==> src/rtl/pll_lock_supervisor.sv <==
// Sequences an iCE40 PLL from the board-oscillator domain: pulses RESETB, waits for a
// qualified lock, then releases downstream reset. Retries on timeout and counts lock losses.
module pll_lock_supervisor #(
  parameter int unsigned RESET_HOLD    = 4,
  parameter int unsigned LOCK_TIMEOUT  = 1024,
  parameter int unsigned STABLE_CYCLES = 256,
  parameter int unsigned MAX_RETRIES   = 3,
  parameter int unsigned CNT_W         = 8
) (
  input  logic             clk,
  input  logic             resetn,
  input  logic             locked,
  input  logic             retry,
  output logic             pll_resetb,
  output logic             sys_resetn,
  output logic             lock_ok,
  output logic             fault,
  output logic [CNT_W-1:0] relock_count
);

  localparam int unsigned TMax0  = (LOCK_TIMEOUT > STABLE_CYCLES) ? LOCK_TIMEOUT : STABLE_CYCLES;
  localparam int unsigned TMax   = (TMax0 > RESET_HOLD) ? TMax0 : RESET_HOLD;
  localparam int unsigned TimerW = $clog2(TMax + 1);
  localparam int unsigned RetryW = $clog2(MAX_RETRIES + 1);

  typedef enum logic [2:0] {StPllRst, StWaitLock, StStable, StRun, StFault} state_e;

  state_e             state_q, state_d;
  logic [TimerW-1:0]  timer_q, timer_d;
  logic [RetryW-1:0]  retries_q, retries_d;
  logic [CNT_W-1:0]   relock_q, relock_d;
  logic [1:0]         sync_q;
  logic               locked_s;

  // locked comes straight from the PLL and is asynchronous to clk.
  always_ff @(posedge clk or negedge resetn) begin
    if (!resetn) begin
      sync_q <= 2'b00;
    end else begin
      sync_q <= {sync_q[0], locked};
    end
  end

  assign locked_s = sync_q[1];

  always_ff @(posedge clk or negedge resetn) begin
    if (!resetn) begin
      state_q   <= StPllRst;
      timer_q   <= '0;
      retries_q <= '0;
      relock_q  <= '0;
    end else begin
      state_q   <= state_d;
      timer_q   <= timer_d;
      retries_q <= retries_d;
      relock_q  <= relock_d;
    end
  end

  always_comb begin
    state_d   = state_q;
    timer_d   = timer_q;
    retries_d = retries_q;
    relock_d  = relock_q;
    case (state_q)
      StPllRst: begin
        if (timer_q == TimerW'(RESET_HOLD - 1)) begin
          state_d = StWaitLock;
          timer_d = '0;
        end else begin
          timer_d = timer_q + 1'b1;
        end
      end
      StWaitLock: begin
        // Lock takes priority over a timeout landing in the same cycle.
        if (locked_s) begin
          state_d = StStable;
          timer_d = '0;
        end else if (timer_q == TimerW'(LOCK_TIMEOUT - 1)) begin
          retries_d = retries_q + 1'b1;
          timer_d   = '0;
          state_d   = (retries_q == RetryW'(MAX_RETRIES - 1)) ? StFault : StPllRst;
        end else begin
          timer_d = timer_q + 1'b1;
        end
      end
      StStable: begin
        // A glitch in lock restarts qualification without costing a retry.
        if (!locked_s) begin
          state_d = StWaitLock;
          timer_d = '0;
        end else if (timer_q == TimerW'(STABLE_CYCLES - 1)) begin
          state_d   = StRun;
          timer_d   = '0;
          retries_d = '0;
        end else begin
          timer_d = timer_q + 1'b1;
        end
      end
      StRun: begin
        if (!locked_s) begin
          state_d = StPllRst;
          timer_d = '0;
          if (relock_q != '1) begin
            relock_d = relock_q + 1'b1;
          end
        end
      end
      StFault: begin
        if (retry) begin
          state_d   = StPllRst;
          timer_d   = '0;
          retries_d = '0;
        end
      end
      default: begin
        state_d = StPllRst;
        timer_d = '0;
      end
    endcase
  end

  // Outputs are decoded from the next state so they change on the same edge as the state.
  always_ff @(posedge clk or negedge resetn) begin
    if (!resetn) begin
      pll_resetb <= 1'b0;
      sys_resetn <= 1'b0;
      lock_ok    <= 1'b0;
      fault      <= 1'b0;
    end else begin
      pll_resetb <= !((state_d == StPllRst) || (state_d == StFault));
      sys_resetn <= (state_d == StRun);
      lock_ok    <= (state_d == StRun);
      fault      <= (state_d == StFault);
    end
  end

  assign relock_count = relock_q;

endmodule

==> config.mk <==
export PLATFORM = sky130hd
export DESIGN_NAME = pll_lock_supervisor
export DESIGN_NICKNAME = d
export VERILOG_FILES = /design/src/rtl/pll_lock_supervisor.sv
export SDC_FILE = /design/constraint.sdc
export NUM_CORES = 1
export LEC_CHECK = 0
export ABC_CLOCK_PERIOD_IN_PS = 6000
export BUFFER_PORTS_ARGS = -buffer_cell sky130_fd_sc_hd__buf_2
export CAP_MARGIN = 5
export CORE_MARGIN = 4
export CORE_UTILIZATION = 50
export DETAILED_ROUTE_END_ITERATION = 10
export PLACE_DENSITY = 0.69
export SLEW_MARGIN = 0
export SYNTH_ARGS = -nofsm -noshare
export SYNTH_HDL_FRONTEND = slang
export SYNTH_SLANG_ARGS = --single-unit
==> constraint.sdc <==
create_clock -name clk -period 6 [get_ports clk]
set_clock_uncertainty 0.15 [all_clocks]
set_input_delay 0.3 -clock clk [delete_from_list [all_inputs] [get_ports clk]]
set_output_delay 0.3 -clock clk [all_outputs]
set_load 0.005 [all_outputs]
==> out/metrics.csv <==
metric,value,unit
run_status,finished clean,
synth-async-reset-ratio,100,%
num_rows,19,
worstSetupPathType,reg -> reg,
rrSetupSlack,3.70,ns
end_kind,register,
cts_setup_buffers,0,
seq_area_frac_synth,47.2,%
critPathMaxStageDelay,0.43,ns
whs_endpoint,timer_q[6]$_DFFE_PN0P_,
reg2reg_to,retries_q[1]$_DFFE_PN0P_,
h-tree-depth,2,
power_density,190,nW/um^2
vias,1206,
hpwl,2.17,mm
final-setup-viol-count,0,
fin_util,59.2,%
cp-start-kind,register,
clk_latency,0.32,ns
syn_nets,163,
grt_first_pass_wirelength,5.57,mm
start_util,53.9,%
synth_area,1540,um^2
p_leak,0.832,nW
antenna_found_initial,0,
place_congestion,0.838,
timing.final.crit_share,38.3,%
critPathSlowestCell,dfrtp_1,
pin_count,16,
diodes,0,
fmaxAchievable,435,MHz
cts-root-buf,clkbuf_4,
path_clk_slew,0.09,ns
ys_ff_latch,29,
max-slew-margin-rel,39.3,%
grt_start_max_net_pins,30,
filler_cell_count,261,
hold_path_startpoint,retry,
yosys-top-cells-area,"dfrtp_1, nand2_1, xnor2_1, a21oi_1, o21ai_1",
cp_max_fo,6,
ys_top_cells_by_count,"dfrtp_1, nand2_1, inv_1, nor2_1",
finalHoldViolCount,0,
cts_tree,done,
synth_area_per_cell,9.86,um^2
syn_to_final_growth,9.85,%
drv_cap,0,
synth_top_cell_by_area,dfrtp_1,
drtAntennaViolNets,0,
first_iter_violations,47,
ir_worst_vdd,153,uV
io_buffer_count,15,
min_period,2.30,ns
hp-class,in -> reg,
worstPathRequired,6.05,ns
cts_buffers,5,
whs_path_depth,4,
wl_per_cell,14.7,um
grt_pass1_vias,1226,
yosysWarnings,0,
layout-drive-gt1-share,19.0,%
worstMarginPinSlew,0.906,ns
final_nets,181,
dominantRegCellSynth,dfrtp_1,
fp.dieW,63.5,um
cts_max_path_buffers,2,
grt_usage,17.4,%
worstReg2RegStart,timer_q[0]$_DFFE_PN0P_,
die_area,4030,um^2
yosysMostFrequentCell,dfrtp_1,
wl,3.02,mm
grt.overflow.total,0,
rsz0062_at_grt,no,
die_h,63.5,um
synth_edf_count,0,
tns,0,ns
slew_viol_final,0,
avgViaCountPerCell,5.88,
synth_cells,156,
first_pass_iters,4,
synth_top_area_share,47.2,%
cts_sinks,29,
drc,0,
synthDistinctLibCells,45,
core_region_area,2850,um^2
cp_data_arrival_time,2.35,ns
r2r_cells,6,
path_cells,"ha_1, nand4_2, nor3_2, nor3b_1, a311oi_1, mux2_1",
-- state kept, by name, summed over array words and instances, names as in the netlist --
| signal | count |
|---|---|
| fault | 1 |
| lock_ok | 1 |
| pll_resetb | 1 |
| relock_count | 8 |
| retries_q | 2 |
| state_q | 3 |
| sync_q | 2 |
| timer_q | 11 |
-- logic make-up (layout without fill, tap and decap cells) --
| logic type | Yosys count | after routing | share of synthesized area, % |
|---|---|---|---|
| flops | 29 | 29 | 47.2 |
| xor+xnor | 9 | 9 | 5.13 |
| mux | 4 | 4 | 2.85 |
| simple gates | 60 | 60 | 22.7 |
| fa+ha+maj | 3 | 3 | 2.44 |
| compound gates | 34 | 34 | 14.6 |
| buf+inv | 17 | 35 | 5.13 |
-- per-stage QoR --
stage	instance area, um^2	hold WS [ns]	cells	power, mW	worst slack [ns]
finish	1690	0.202	205	0.321	3.70
CTS	1690	0.201	205	0.325	3.68
detailed placement	1610	0.197	196	0.206	3.72
global placement	1610	0.184	196	0.205	3.68
global route	1690	0.227	205	0.335	3.49
floorplan	1540	-0.146	156	0.201	3.97
-- routing by layer --
metal	part of all wire [%]	GRT usage [%]	wire length, um
met5	0	0	0
met4	1.4	7.82	42
met3	3.4	4.09	104
met2	49	28.3	1470
met1	46	21.8	1400
-- critical path, delay by kind of cell, from the launching register on --
kind | cells | cell delay (ns)
DFF | 1 | 0.43
and+or+nand+nor | 3 | 0.92
AOI/OAI and AO/OA | 1 | 0.10
adders and majority gates | 1 | 0.25
muxes | 1 | 0.33
-- layout by cell type, fill, tap and decap left out, types with 2 or more instances in the layout --
cell type	netlist	routed
nor3_1	4	4
nand4_1	4	4
nand2_1	14	14
or3_1	3	3
and2_1	2	2
o21ai_1	8	8
nor4_1	2	2
inv_1	10	10
a21oi_1	8	8
dfrtp_1	29	29
nor2b_1	3	3
o22ai_1	3	3
ha_1	3	3
xor2_1	3	3
and3_1	5	5
nand3_1	3	3
nor2_1	9	9
a31oi_1	5	5
buf_2	3	15
dlygate4sd3_1	0	2
clkbuf_4	0	5
xnor2_1	6	6
nor3_2	2	2
mux2_1	2	2
a31o_2	3	3
-- layout make-up --
type	count	area (um^2)	area share (%)
clock buffers	7	55.1	3.26
inverters	11	41.3	2.44
multi-input cells	110	733	43.4
flip-flops and latches	29	726	43.0
well taps	31	38.8	2.30
repair buffers	17	95.1	5.63
-- how the worst max path moves through the flow --
stage,depth (start not counted),startpoint,slack [ns],endpoint
after floorplan,6,timer_q[0]$_DFFE_PN0P_,3.97,retries_q[1]$_DFFE_PN0P_
after global placement,6,timer_q[0]$_DFFE_PN0P_,3.68,retries_q[1]$_DFFE_PN0P_
after detailed placement,6,timer_q[0]$_DFFE_PN0P_,3.72,retries_q[1]$_DFFE_PN0P_
after CTS,6,timer_q[0]$_DFFE_PN0P_,3.68,retries_q[1]$_DFFE_PN0P_
after global routing,6,timer_q[0]$_DFFE_PN0P_,3.49,retries_q[1]$_DFFE_PN0P_
final,6,timer_q[0]$_DFFE_PN0P_,3.70,retries_q[1]$_DFFE_PN0P_
-- where the power goes --
part	switching, mW	internal, mW
combinational	0.00408	0.00168
clock	0.0629	0.0552
sequential	0.000719	0.196
total	0.0677	0.253
-- timing repair --
item                      in CTS  in global routing
gates resized for setup        0                  0
hold endpoints to repair      30                  0
hold buffers                   2                  0
Note: power is estimated with default switching activity, not from simulation.
